## config.mk

```make
export PLATFORM = sky130hd
export DESIGN_NAME = m68k_bus_responder
export DESIGN_NICKNAME = d
export VERILOG_FILES = /design/src/rtl/m68k_bus_responder.sv
export SDC_FILE = /design/constraint.sdc
export NUM_CORES = 1
export LEC_CHECK = 0
export BUFFER_PORTS_ARGS = -buffer_cell sky130_fd_sc_hd__buf_2
export CORE_ASPECT_RATIO = 0.5
export CORE_MARGIN = 4
export CORE_UTILIZATION = 52
export CTS_CLUSTER_DIAMETER = 80
export DETAILED_ROUTE_END_ITERATION = 6
export PLACE_DENSITY = 0.72
export SETUP_SLACK_MARGIN = 0.05
export SLEW_MARGIN = 20
export SYNTH_ARGS = -nofsm -noshare
export SYNTH_HDL_FRONTEND = slang
export SYNTH_SLANG_ARGS = --single-unit
```

## constraint.sdc

```tcl
create_clock -name M68K_CLK -period 2.52 [get_ports M68K_CLK]
set_input_delay 0.504 -clock M68K_CLK [delete_from_list [all_inputs] [get_ports M68K_CLK]]
set_output_delay 0.504 -clock M68K_CLK [all_outputs]
set_load 0.01 [all_outputs]
```

## src/rtl/m68k_bus_responder.sv

```systemverilog
// m68k_bus_responder: 68000 bus target serving a 16-bit register window with DTACK,
// plus a BERR watchdog for cycles that no slave claims.
module m68k_bus_responder #(
  parameter logic [23:0] BASE_ADDR   = 24'hE80000,
  parameter int          ADDR_W      = 4,
  parameter int          WAIT_STATES = 0,
  parameter int          TIMEOUT     = 64
) (
  input  logic        M68K_CLK,
  input  logic        M68K_RESET_n,
  input  logic [23:1] M68K_A,
  input  logic [2:0]  M68K_FC,
  input  logic        M68K_AS_n,
  input  logic        M68K_UDS_n,
  input  logic        M68K_LDS_n,
  input  logic        M68K_RW,
  input  logic [15:0] M68K_D_IN,
  output logic [15:0] M68K_D_OUT,
  output logic        M68K_D_OE,
  input  logic        M68K_DTACK_IN_n,
  output logic        M68K_DTACK_n,
  output logic        M68K_BERR_n,
  output logic [15:0] HIT_COUNT
);
  typedef enum logic [2:0] {IDLE, WAIT, ACK, MISS, HOLD} state_t;
  state_t state;
  logic as_q, rw_q, dtin_q;
  logic [1:0] ds_q;
  logic [23:1] a_q;
  logic [2:0] fc_q;
  logic [15:0] din_q;
  logic [3:0] wcnt;
  logic [7:0] tcnt;
  logic [15:0] mem [2**ADDR_W];
  logic [ADDR_W-1:0] word;
  logic hit, go;
  assign word = a_q[ADDR_W:1];
  assign hit = !as_q && fc_q != 3'b111 && a_q[23:ADDR_W+1] == BASE_ADDR[23:ADDR_W+1];
  // a write waits for its data strobes; a read is acknowledged regardless of strobes
  assign go = state == WAIT && !as_q && wcnt == 4'd0 && (rw_q || ds_q != 2'b11);
  always_ff @(posedge M68K_CLK or negedge M68K_RESET_n)
    if (!M68K_RESET_n) begin
      as_q   <= 1'b1;
      ds_q   <= 2'b11;
      rw_q   <= 1'b1;
      dtin_q <= 1'b1;
      a_q    <= '0;
      fc_q   <= '0;
      din_q  <= '0;
    end else begin
      as_q   <= M68K_AS_n;
      ds_q   <= {M68K_UDS_n, M68K_LDS_n};
      rw_q   <= M68K_RW;
      dtin_q <= M68K_DTACK_IN_n;
      a_q    <= M68K_A;
      fc_q   <= M68K_FC;
      din_q  <= M68K_D_IN;
    end
  always_ff @(posedge M68K_CLK) begin
    if (go && !rw_q && !ds_q[1]) mem[word][15:8] <= din_q[15:8];
    if (go && !rw_q && !ds_q[0]) mem[word][7:0] <= din_q[7:0];
  end
  always_ff @(posedge M68K_CLK or negedge M68K_RESET_n)
    if (!M68K_RESET_n) begin
      state        <= IDLE;
      wcnt         <= '0;
      tcnt         <= '0;
      M68K_DTACK_n <= 1'b1;
      M68K_BERR_n  <= 1'b1;
      M68K_D_OE    <= 1'b0;
      M68K_D_OUT   <= '0;
      HIT_COUNT    <= '0;
    end else
      case (state)
        IDLE: if (!as_q) begin
          state <= hit ? WAIT : MISS;
          wcnt  <= 4'(WAIT_STATES);
          tcnt  <= '0;
        end
        WAIT: if (as_q) state <= IDLE;
          else if (go) begin
            state        <= ACK;
            M68K_DTACK_n <= 1'b0;
            M68K_D_OE    <= rw_q;
            if (rw_q) M68K_D_OUT <= mem[word];
          end else if (wcnt != 4'd0) wcnt <= wcnt - 4'd1;
        ACK: if (as_q) begin
          state        <= IDLE;
          M68K_DTACK_n <= 1'b1;
          M68K_D_OE    <= 1'b0;
          HIT_COUNT    <= HIT_COUNT + 16'd1;
        end
        MISS: if (as_q) state <= IDLE;
          else if (!dtin_q) state <= HOLD;
          else if (tcnt == 8'(TIMEOUT - 1)) begin
            state       <= HOLD;
            M68K_BERR_n <= 1'b0;
          end else tcnt <= tcnt + 8'd1;
        HOLD: if (as_q) begin
          state       <= IDLE;
          M68K_BERR_n <= 1'b1;
        end
        default: state <= IDLE;
      endcase
endmodule

```

==> Yosys cells after proc, flatten, opt, wreduce, memory -nomap -nowiden <==
Memories as Yosys holds them, arrays and structs flattened. A register that Yosys moved wholly into a read port is not among the register bits.
Cells that the tools add are included.
{ "totals": {"regBits": 81, "ramBits": 256, "output_inout_bits": 35, "mem_count": 1} }
{ "op_classes": {"n_addsub": 3, "n_eq_ne": 22, "muxes": 35, "bitwise_logic": 1, "n_reduce_logical": 29} }
{ "mem_list": {"columns": ["name", "depth", "width", "rd", "rd_clocked_by_memory_dff", "write_ports", "line_no", "text"], "rows": [
  ["mem", 16, 16, 1, 1, 1, "34", "logic [15:0] mem [2**ADDR_W];"]
]} }
{ "ops": {"columns": ["cell", "n"], "rows": [
  ["8-bit two-way mux", 4],
  ["2-bit != test, second input constant", 11],
  ["3-bit two-way mux", 7],
  ["19-bit == test, second input constant", 1],
  ["16-bit by 1-bit adder with 16-bit output, second input constant", 1],
  ["4-bit two-way mux", 4],
  ["8-bit case mux with 2 select lines", 1],
  ["5-bit AND reduction", 3],
  ["1-bit two-way mux", 13],
  ["3-bit case mux with 4 select lines", 1],
  ["4-bit AND reduction", 3],
  ["8-bit by 1-bit adder with 8-bit output, second input constant", 1],
  ["8-bit by 6-bit == test with 1-bit output, second input constant", 1],
  ["1-bit logical AND", 8],
  ["4-bit case mux with 2 select lines", 1],
  ["2-bit nonzero test", 4],
  ["3-bit by 2-bit == test with 1-bit output, second input constant", 2],
  ["3-bit != test, second input constant", 2],
  ["1-bit case mux with 2 select lines", 3],
  ["1-bit zero test", 5],
  ["4-bit zero test", 1],
  ["2-bit by 1-bit != test with 1-bit output, second input constant", 2],
  ["4-bit != test, second input constant", 1],
  ["4-bit nonzero test", 1],
  ["9 further kinds", 9]
]} }

==> Depth between registers and ports, before layout <==
Gate-level depths: netlist of run 1.
{ "depth": {"ltp_word": 8, "depth_mapped": 8} }

==> Worst setup path before layout of run 1 <==
No wires, ideal clock.
{ "synth_timing": {"path_kind": "register to register", "from": "register wcnt[0]", "to": "memory mem[3][10], enable pin", "arrival_time_ns": 1.934, "path_slack_ns": 0.216, "path_stages_with_launch": 8, "n_path_buf": 1, "path_cell_list": "dfrtp_1 -> inv_1 -> ha_1 -> or3b_1 -> buf_2 -> nor4_2 -> nand3_1 -> nor2_1"} }
{ "synth_via": {"elab_chain_len": 7} }
{ "synth_lines": {"columns": ["item", "line_no", "text"], "rows": [
  ["start: declaration", "32", "logic [3:0] wcnt;"],
  ["start signal: assignment", "77", "wcnt <= 4'(WAIT_STATES);"],
  ["start signal: assignment", "86", "end else if (wcnt != 4'd0) wcnt <= wcnt - 4'd1;"],
  ["4-bit zero test", "40", "assign go = state == WAIT && !as_q && wcnt == 4'd0 && (rw_q || ds_q != 2'b11);"],
  ["1-bit logical AND (2 in a row)", "40", null],
  ["1-bit logical AND (2 in a row)", "60", "if (go && !rw_q && !ds_q[1]) mem[word][15:8] <= din_q[15:8];"],
  ["1-bit two-way mux", "60", null],
  ["1-bit two-way mux (implied by the code)", "60", null],
  ["end: declaration", "34", null]
]} }
Every way passes these cells.

==> Final worst setup path of run 1 <==
{ "layout_timing": {"from": "register wcnt[0]", "to": "memory mem[15][14], enable pin"} }
The elaborated chain is that of the path after synthesis.

==> flow_metrics.env, run 1 <==
export IMPL_status="complete, no violations"
export IMPL_hold_viol_final=0
export IMPL_dr_pass1_iters=5
export IMPL_die_area_um2=28600
export IMPL_hpwlAfterDp_mm=18.1
export IMPL_ctsResizeCount=1
export IMPL_wl_per_cell_um=22.6
export IMPL_fmax_mhz=429
export IMPL_synth_main_ff_cell="edfxtp_1"
export IMPL_synth_edf_count=256
export IMPL_synth_top_family_by_area="multiplexers"
export IMPL_met2_length_mm=12.3
export IMPL_synth_mux_area_frac=0.126
export IMPL_min_period_ns=2.33
export IMPL_hp_class="in -> async"
export IMPL_gp_congestion=0.813
export IMPL_ys_warn_count=0
export IMPL_diodes=0
export IMPL_synth_seq_cells=353
export IMPL_final_cell_mix="edfxtp_1, dfrtp_1, buf_2, mux4_2, buf_4"
export IMPL_reg2regPathDepth=8
export IMPL_antenna_found_initial=0
export IMPL_final_common_cell="edfxtp_1"
export IMPL_die_width_um=235
export IMPL_area_growth_synth_to_final_pct=16.4
export IMPL_worst_r2r_setup_slack_ns=0.19
export IMPL_synthAdderAreaFrac=0.00373
export IMPL_critPathCaptureType="register"
export IMPL_clock_path_buffers=3
export IMPL_tightest_slew_ns=0.761
export IMPL_final_setup_viol_count=0
export IMPL_cts_made_buffers=30
export IMPL_drtIter0Drc=870
export IMPL_path_max_fanout=8
export IMPL_grt_start_max_net_pins=50
export IMPL_grt_util_all_layers=0.195
export IMPL_htreeDepth=1
export IMPL_yosysUniqueCellTypes=54
export IMPL_clock_latency_ns=0.56
export IMPL_drive_gt1_frac=0.343
export IMPL_synth_xor_area_share=0.0117
export IMPL_power_density_nw_per_um2=830
export IMPL_fin_nets=904
export IMPL_viasPerCell=5.79
export IMPL_fin_crit_sh=0.926
export IMPL_vias=7057
export IMPL_critPathLaunchType="register"
export IMPL_rsz0062_at_grt="yes"
export IMPL_p_leak_nw=5.69
export IMPL_highest_layer="met4"
export IMPL_cts_setup_buffers=0
export IMPL_ant_nets=0
export IMPL_slew_viol_final=0
export IMPL_mappedNetlistArea_um2=13400
export IMPL_cts_root_buffer="clkbuf_16"
export IMPL_syn_inst=710
export IMPL_grt_pass1_vias=7183
export IMPL_maxCapViolCount=0
export IMPL_arrival_ns=2.60
export IMPL_drt_met1_wl_mm=12.4
export IMPL_path_class="reg -> reg"
export IMPL_wl_mm=27.5
export IMPL_io_buffers=83
export IMPL_path_clk_slew_ns=0.07
export IMPL_met3_length_mm=2.42
export IMPL_crit_required_ns=2.78
export IMPL_io_pins=84
export IMPL_maxSlewHeadroom=0.492
export IMPL_fp_coreArea_um2=25300
export IMPL_tns_ns=0
export IMPL_gr_total_overflow=0
export IMPL_die_h_um=122
export IMPL_hold_buffers=0
export IMPL_rows=41
export IMPL_yosysSeqAreaShare=0.754
export IMPL_synthArstFlopShare=0.275
export IMPL_synth_area_per_cell_um2=18.9
export IMPL_initial_utilization=0.531
export IMPL_synth_simple_area_share=0.0536
export IMPL_cts_sinks=353
export IMPL_power_mw=13.0
export IMPL_synthesis_nets=763
export IMPL_synth_compound_area_share=0.0356
export IMPL_fin_skew_ns=0.0102
export IMPL_max_vdd_ir_drop_uv=478
export IMPL_drc=0
export IMPL_cts_tree="yes"
export IMPL_grt_first_pass_wirelength_mm=42.6
[power by group]
| part | switching, mW | internal (mW) | total, mW |
|---|---|---|---|
| combinational | 0.819 | 0.716 | 1.54 |
| clock | 2.06 | 2.55 | 4.60 |
| sequential | 0.281 | 6.54 | 6.82 |
| total | 3.16 | 9.81 | 13.0 |
[layer usage]
metal | track usage | vias to the layer above
met2 | 0.292 | 301
met5 | 0 | -
met4 | 0.0335 | 0
li1 | - | 3097
met3 | 0.0498 | 33
met1 | 0.299 | 3626
[cells in the mapped netlist, types with 7 or more instances]
master    count  area, µm²
clkbuf_1     14       52.6
nor2_1       47        176
dfstp_2       7        184
nor3_1        7       35.0
dfrtp_1      90       2250
nand2_1      21       78.8
mux4_2       64       1440
nand3_1       9       45.0
mux2i_1       7       70.1
nand4_1       7       43.8
buf_2        14       70.1
and3_1       10       62.6
a21oi_1      15       75.1
o22ai_1      26        163
xnor2_1      12        105
mux2_2       16        180
edfxtp_1    256       7690
[worst max-delay path, stage by stage, from the launching register on]
cell and delay, ns:
dfrtp_1 0.38, inv_1 0.11, ha_1 0.16, or3b_1 0.41, nor4_2 0.29, buf_4 0.22, nand3_1 0.14, nor2_1 0.13
buf_4 0.20
[registers in the layout, summed over array words and instances (netlist names), 2 cells and up]
name        count
mem           256
a_q            23
HIT_COUNT      16
M68K_D_OUT     16
din_q          16
tcnt            8
wcnt            4
fc_q            3
state           3
ds_q            2
[cell families after synthesis]
kind of cell    Yosys count
compound gates           72
xor+xnor                 18
fa+ha+maj                 4
buf+inv                  42
flops                   353
mux                      87
simple gates            134
[per-stage QoR]
step	setup WS (ns)	util	cells	cell area (µm²)	hold WS [ns]
floorplan	0.216	-	710	13400	0.208
global placement	0.168	0.578	1163	14600	0.457
detailed placement	0.0682	0.578	1163	14600	0.467
CTS	0.0984	0.618	1219	15600	0.0166
global route	0.0358	0.618	1219	15600	0.0167
finish	0.187	0.618	1219	15600	0.0220
[worst paths after layout]
path	start	to
setup / recovery	wcnt[0]	mem[15][14]
hold / removal	M68K_RESET_n	M68K_D_OUT[0]
setup reg to reg	wcnt[0]	mem[15][14]
hold reg to reg	HIT_COUNT[15]	HIT_COUNT[15]
max in group asynchronous	M68K_RESET_n	dtin_q
min in group M68K_CLK	M68K_UDS_n	ds_q[1]
[cell type report]
| cell class | count | area [µm²] |
|---|---|---|
| clock buffers | 37 | 828 |
| clock inverters | 19 | 156 |
| fillers | 1764 | 9670 |
| inverters | 6 | 22.5 |
| multi-input cells | 315 | 3110 |
| flip-flops and latches | 353 | 10100 |
| well taps | 344 | 430 |
| repair buffers | 145 | 946 |
Power figures use the tool's default switching activity.
==> run 2, diff against run 1 <==
- ABC_AREA: not set -> 1
- SETUP_SLACK_MARGIN: 0.05 -> 0.2
==> run 2 against run 1 <==
Wire length up 21%. Non-clock buffer count down 8. Sequential share of layout area shrank 4.0 points. Cell count grew 57%. Count of clock-buffer cells in the layout grew 5. Combinational power is essentially flat. Die area increased by 8.4%. Worst setup slack gained 0.18 ns. Global-route usage up 2.3 points. Highest routed layer unchanged.
==> flow_metrics.env, run 2 <==
export IMPL_maxSlewHeadroom=0.447
export IMPL_ys_top_cells_by_count="nand2_1, edfxtp_1, nand3_1, dfrtp_1, nor2_1"
export IMPL_r2r_end="mem[7][9]"
export IMPL_critPathMaxStageDelay_ns=0.38
export IMPL_path_max_fanout=16
export IMPL_yosysMostFrequentCell="nand2_1"
export IMPL_worstPathCellList="inv_1 -> ha_1 -> nand2_1 -> nor2_1 -> nand2_4 -> clkinv_2 -> nand3b_4 -> nor3_1 -> buf_4"
export IMPL_top_regs="mem (256), a_q (23)"
export IMPL_dr_pass1_iters=5
export IMPL_fin_skew_ns=0.0249
export IMPL_maxCapViolCount=0
export IMPL_synthArstFlopShare=0.275
export IMPL_fmax_mhz=465
export IMPL_synth_compound_area_share=0.00771
export IMPL_clock_path_buffers=3
export IMPL_fin_nets=1562
export IMPL_path_class="reg -> reg"
export IMPL_largest_register="mem"
export IMPL_gp_congestion=0.904
export IMPL_ys_warn_count=0
export IMPL_clock_latency_ns=0.57
export IMPL_vias=10100
export IMPL_synth_simple_area_share=0.250
export IMPL_synth_top_area_share=0.526
export IMPL_tightest_slew_ns=0.829
export IMPL_post_place_ws_ns=0.307
export IMPL_tns_ns=0
export IMPL_critPathCaptureType="register"
export IMPL_wl_per_cell_um=17.5
export IMPL_cp_slowest_cell="dfrtp_1"
export IMPL_initial_utilization=0.527
export IMPL_drive_gt1_frac=0.138
export IMPL_status="complete, no violations"
export IMPL_final_common_cell="nand2_1"
export IMPL_die_width_um=245
export IMPL_hp_class="in -> reg"
export IMPL_grt_pass1_vias=9864
export IMPL_critPathLaunchType="register"
export IMPL_synth_mux_area_frac=0
export IMPL_area_growth_synth_to_final_pct=13.9
export IMPL_rows=43
export IMPL_synth_seq_cells=353
export IMPL_path_clk_slew_ns=0.07
export IMPL_mappedNetlistArea_um2=14600
export IMPL_drtIter0Drc=991
export IMPL_viasPerCell=5.27
export IMPL_yosys_top_cells_area="edfxtp_1, nand2_1, dfrtp_1, nand3_1, nor2_1"
export IMPL_power_density_nw_per_um2=776
export IMPL_hold_depth=1
export IMPL_cts_sinks=353
export IMPL_synth_main_ff_cell="edfxtp_1"
export IMPL_io_pins=84
export IMPL_rsz0062_at_grt="no"
export IMPL_gr_total_overflow=0
export IMPL_cts_made_buffers=30
export IMPL_cts_root_buffer="clkbuf_16"
export IMPL_yosysSeqAreaShare=0.693
export IMPL_ant_nets=0
export IMPL_grt_start_max_net_pins=77
export IMPL_p_leak_nw=7.09
export IMPL_timing_hold_ws_ns=0.0306
export IMPL_slew_viol_final=0
export IMPL_max_vdd_ir_drop_uv=465
export IMPL_utilization=0.601
export IMPL_arrival_ns=2.42
export IMPL_drc=0
export IMPL_holdPathEnd="a_q[1]"
export IMPL_regToRegStartpoint="wcnt[0]"
export IMPL_synth_xor_area_share=0.00839
export IMPL_yosysTopAreaCell="edfxtp_1"
export IMPL_synth_top_family_by_area="simple AND/OR/NAND/NOR gates"
export IMPL_worst_r2r_setup_slack_ns=0.37
export IMPL_final_setup_viol_count=0
export IMPL_hpwlAfterDp_mm=21.5
export IMPL_layout_setup_ws_ns=0.369
export IMPL_grt_util_all_layers=0.217
export IMPL_fin_crit_sh=0.854
export IMPL_min_period_ns=2.15
export IMPL_hp_start="M68K_A[1]"
export IMPL_htreeDepth=1
export IMPL_fp_coreArea_um2=27700
export IMPL_reg2regPathDepth=9
export IMPL_io_buffers=83
export IMPL_crit_required_ns=2.79
export IMPL_yosysUniqueCellTypes=32
export IMPL_antenna_found_initial=0
export IMPL_die_h_um=127
export IMPL_grt_first_pass_wirelength_mm=52.9
export IMPL_synth_edf_count=256
export IMPL_cts_tree="yes"
export IMPL_wl_mm=33.4
export IMPL_diodes=0
export IMPL_syn_inst=1398
export IMPL_hold_viol_final=0
export IMPL_synth_area_per_cell_um2=10.5
export IMPL_final_cell_mix="nand2_1, edfxtp_1, nand3_1, dfrtp_1, buf_2"
export IMPL_synthAdderAreaFrac=0.00342
export IMPL_die_area_um2=31000
export IMPL_synthesis_nets=1451
export IMPL_startpoint="wcnt[0]"
export IMPL_largest_reg_flops=256
-- run 2: cell families (layout without fill, tap and decap cells) --
family | after synthesis | after routing
adder cells (fa/ha/maj) | 4 | 4
AND/OR/NAND/NOR | 876 | 876
XOR/XNOR | 14 | 14
AO/OA/AOI/OAI | 22 | 22
buffers and inverters | 129 | 264
flip-flops | 353 | 353
-- run 2: worst max-delay path by stage --
stage / to / slack, ns / cells after the start
4_1_cts: mem[14][3] / 0.29 / 9
2_1_floorplan: mem[12][10] / 0.23 / 9
5_1_grt: mem[0][12] / 0.21 / 9
3_5_place_dp: mem[14][5] / 0.31 / 9
6_report: mem[7][9] / 0.37 / 9
3_3_place_gp: mem[14][5] / 0.37 / 9
-- run 2: timing repair --
item / in CTS / in global routing
setup endpoints to repair: 0 / 61
setup buffers: 0 / 1
hold endpoints to repair: 21 / 0
gates resized for setup: 0 / 2
hold buffers: 1 / 0
-- run 2: layout make-up --
cell class | count | area [µm²]
inverter | 71 | 272
sequential | 353 | 10100
clock buffer | 42 | 847
tap | 382 | 478
fill | 2189 | 11100
multi-input combinational | 916 | 3940
timing repair buffer | 137 | 863
clock inverter | 14 | 115
-- run 2: per-layer routing --
metal  GRT usage  vias up  routed length (µm)  share of wire
met2       0.364      449               15900           0.48
met1       0.298     4761               13900           0.42
met5           0        -                   0              0
met4      0.0566        0                 835          0.025
met3      0.0414       69                2820          0.084
li1            -     4818                   -              -
-- run 2: stage by stage --
step	std cells	cell area [µm²]	total power [mW]
2_1_floorplan	1398	14600	7.87
3_3_place_gp	1857	15600	8.43
3_5_place_dp	1857	15600	8.47
4_1_cts	1914	16600	13.0
5_1_grt	1915	16600	13.5
6_report	1915	16600	12.9
-- run 2: worst max-delay path, delay by kind of cell (launching register included) --
family | cells | cell delay [ns]
adder cells (fa/ha/maj) | 1 | 0.17
buffers and inverters | 3 | 0.48
flip-flops | 1 | 0.38
AND/OR/NAND/NOR | 5 | 0.85
-- run 2: power breakdown --
part | total, mW | switching, mW | internal [mW]
Combinational | 1.53 | 0.987 | 0.545
Clock | 4.55 | 2.01 | 2.54
Sequential | 6.83 | 0.296 | 6.53
==> run 3, diff against run 2 <==
- BUFFER_PORTS_ARGS: -buffer_cell sky130_fd_sc_hd__buf_2 -> not set
- DONT_BUFFER_PORTS: not set -> 1
- PLACE_DENSITY: 0.72 -> 0.69
- clock period: 2.52 -> 2.65 ns (I/O delays scaled with it)
==> run 3 against run 2 <==
The run now ends with negative hold slack left. Clock skew shrank 0.0085 ns. Clock power shrank 8.4%. Register-to-register slack gained 0.15 ns. Hold slack lost 0.38 ns. Cell count shrank 2.3%. Global-route usage shrank 0.71 points. Combinational power shrank 24%. Utilization shrank 0.27 points. Via count shrank 1.8%. Highest routed layer unchanged.
==> flow_metrics.env, run 3 (synthesis gave the netlist of run 2 again) <==
export IMPL_maxCapViolCount=0
export IMPL_hpwlAfterDp_mm=20.4
export IMPL_tightest_slew_ns=0.803
export IMPL_final_setup_viol_count=0
export IMPL_rsz0062_at_grt="no"
export IMPL_cts_root_buffer="clkbuf_16"
export IMPL_crit_required_ns=2.93
export IMPL_slew_viol_final=0
export IMPL_path_max_fanout=25
export IMPL_fillers=2231
export IMPL_gr_total_overflow=0
export IMPL_drive_gt1_frac=0.0800
export IMPL_cts_setup_buffers=0
export IMPL_ctsResizeCount=0
export IMPL_p_leak_nw=6.87
export IMPL_io_buffers=0
export IMPL_viasPerCell=5.30
export IMPL_cts_made_buffers=30
export IMPL_timing_hold_ws_ns=-0.350
export IMPL_regToRegStartpoint="a_q[2]"
export IMPL_r2r_end="mem[0][0]"
export IMPL_arrival_ns=2.41
export IMPL_clock_path_buffers=3
export IMPL_area_growth_synth_to_final_pct=13.4
export IMPL_grt_start_max_net_pins=98
export IMPL_clock_latency_ns=0.57
export IMPL_fin_crit_sh=0.804
export IMPL_drtIter0Drc=841
export IMPL_postPlaceCellArea_um2=15200
export IMPL_gp_congestion=0.880
export IMPL_htreeDepth=1
export IMPL_cts_tree="yes"
export IMPL_wl_mm=32.5
export IMPL_dr_pass1_iters=5
export IMPL_diodes=0
export IMPL_violations="negative hold slack"
export IMPL_drc=0
export IMPL_fin_nets=1517
export IMPL_final_area_um2=16600
export IMPL_fin_cells=1870
export IMPL_critPathLaunchType="register"
export IMPL_status="finished, violations left"
export IMPL_rows=43
export IMPL_combinationalPowerShare=0.098
export IMPL_ant_nets=0
export IMPL_place_inst=1767
export IMPL_power_switching_mw=3.10
export IMPL_swShare=0.259
export IMPL_die_h_um=127
export IMPL_worst_r2r_setup_slack_ns=0.52
export IMPL_hold_buffers=47
export IMPL_path_class="reg -> reg"
export IMPL_min_period_ns=2.13
export IMPL_final_cell_mix="nand2_1, edfxtp_1, nand3_1, dfrtp_1, nor2_1"
export IMPL_hold_viol_final=97
export IMPL_maxSlewHeadroom=0.465
export IMPL_final_common_cell="nand2_1"
export IMPL_die_width_um=245
export IMPL_power_frac_clock=0.348
export IMPL_grt_first_pass_wirelength_mm=51.8
export IMPL_tns_ns=0
export IMPL_path_clk_slew_ns=0.07
export IMPL_grt_util_all_layers=0.210
export IMPL_hp_class="in -> async"
export IMPL_internal_power_mw=8.87
export IMPL_max_vdd_ir_drop_uv=422
export IMPL_largest_register="mem"
export IMPL_top_regs="mem (256), a_q (23)"
export IMPL_io_pins=84
export IMPL_startpoint="a_q[2]"
export IMPL_die_area_um2=31000
export IMPL_fin_skew_ns=0.0164
export IMPL_sequentialPowerShare=0.554
export IMPL_initial_utilization=0.527
export IMPL_fmax_mhz=469
export IMPL_grt_pass1_vias=9794
export IMPL_vias=9915
export IMPL_antenna_found_initial=0
export IMPL_reg2regPathDepth=4
export IMPL_fp_coreArea_um2=27700
export IMPL_largest_reg_flops=256
export IMPL_wl_per_cell_um=17.4
export IMPL_power_density_nw_per_um2=723
export IMPL_cts_sinks=353
export IMPL_critPathCaptureType="register"
-- run 3: cell count changes in the layout (fill, tap and decap cells not counted), sizes merged --
cell / before / now
clkinv: 14 / 12
buf: 136 / 45
clkbuf: 42 / 46
bufinv: 2 / 0
dlygate4sd3: 1 / 47
-- run 3: area by class of cell --
cell class                 count  area, µm²  area share
clock buffer                  46        861      0.0519
timing repair buffer          92        833      0.0503
tap                          382        478      0.0288
inverter                      71        272      0.0164
sequential                   353      10100       0.611
clock inverter                10       67.6     0.00408
multi-input combinational    916       3930       0.237
-- run 3: worst max path at each step --
| stage | depth (start not counted) | end | slack, ns |
|---|---|---|---|
| final | 4 | mem[0][0] | 0.52 |
| after detailed placement | 9 | mem[4][1] | 0.56 |
| after global placement | 9 | mem[11][1] | 0.60 |
| after floorplan | 9 | mem[12][10] | 0.36 |
| after global routing | 9 | mem[1][12] | 0.39 |
| after CTS | 9 | mem[0][3] | 0.54 |
-- run 3: metrics by stage --
| stage | utilization | worst slack, ns | power (mW) | hold WS, ns |
|---|---|---|---|---|
| global placement | 0.548 | 0.598 | 7.81 | 0.237 |
| CTS | 0.598 | 0.543 | 12.1 | -0.376 |
| global route | 0.598 | 0.385 | 12.5 | -0.379 |
| floorplan | - | 0.361 | 7.48 | 0.234 |
| detailed placement | 0.548 | 0.562 | 7.85 | 0.236 |
| finish | 0.598 | 0.518 | 12.0 | -0.350 |
-- run 3: routing by layer --
| metal | part of all wire | track usage |
|---|---|---|
| met1 | 0.43 | 0.283 |
| met2 | 0.49 | 0.356 |
| met3 | 0.060 | 0.0376 |
| met4 | 0.025 | 0.0627 |
| met5 | 0 | 0 |
-- run 3: worst max-delay path, cell delays in order (launching register included) --
cell	delay (ns)
dfrtp_2	0.51
inv_2	0.38
nand2_1	0.41
nor3_1	0.32
buf_4	0.22
-- run 3: power groups by stage --
stage / clock, mW / combinational (mW) / sequential (mW)
2_1_floorplan: 0 / 0.890 / 6.59
3_3_place_gp: 0 / 1.06 / 6.75
3_5_place_dp: 0 / 1.10 / 6.75
4_1_cts: 4.26 / 1.16 / 6.64
5_1_grt: 4.52 / 1.35 / 6.67
6_report: 4.17 / 1.17 / 6.63
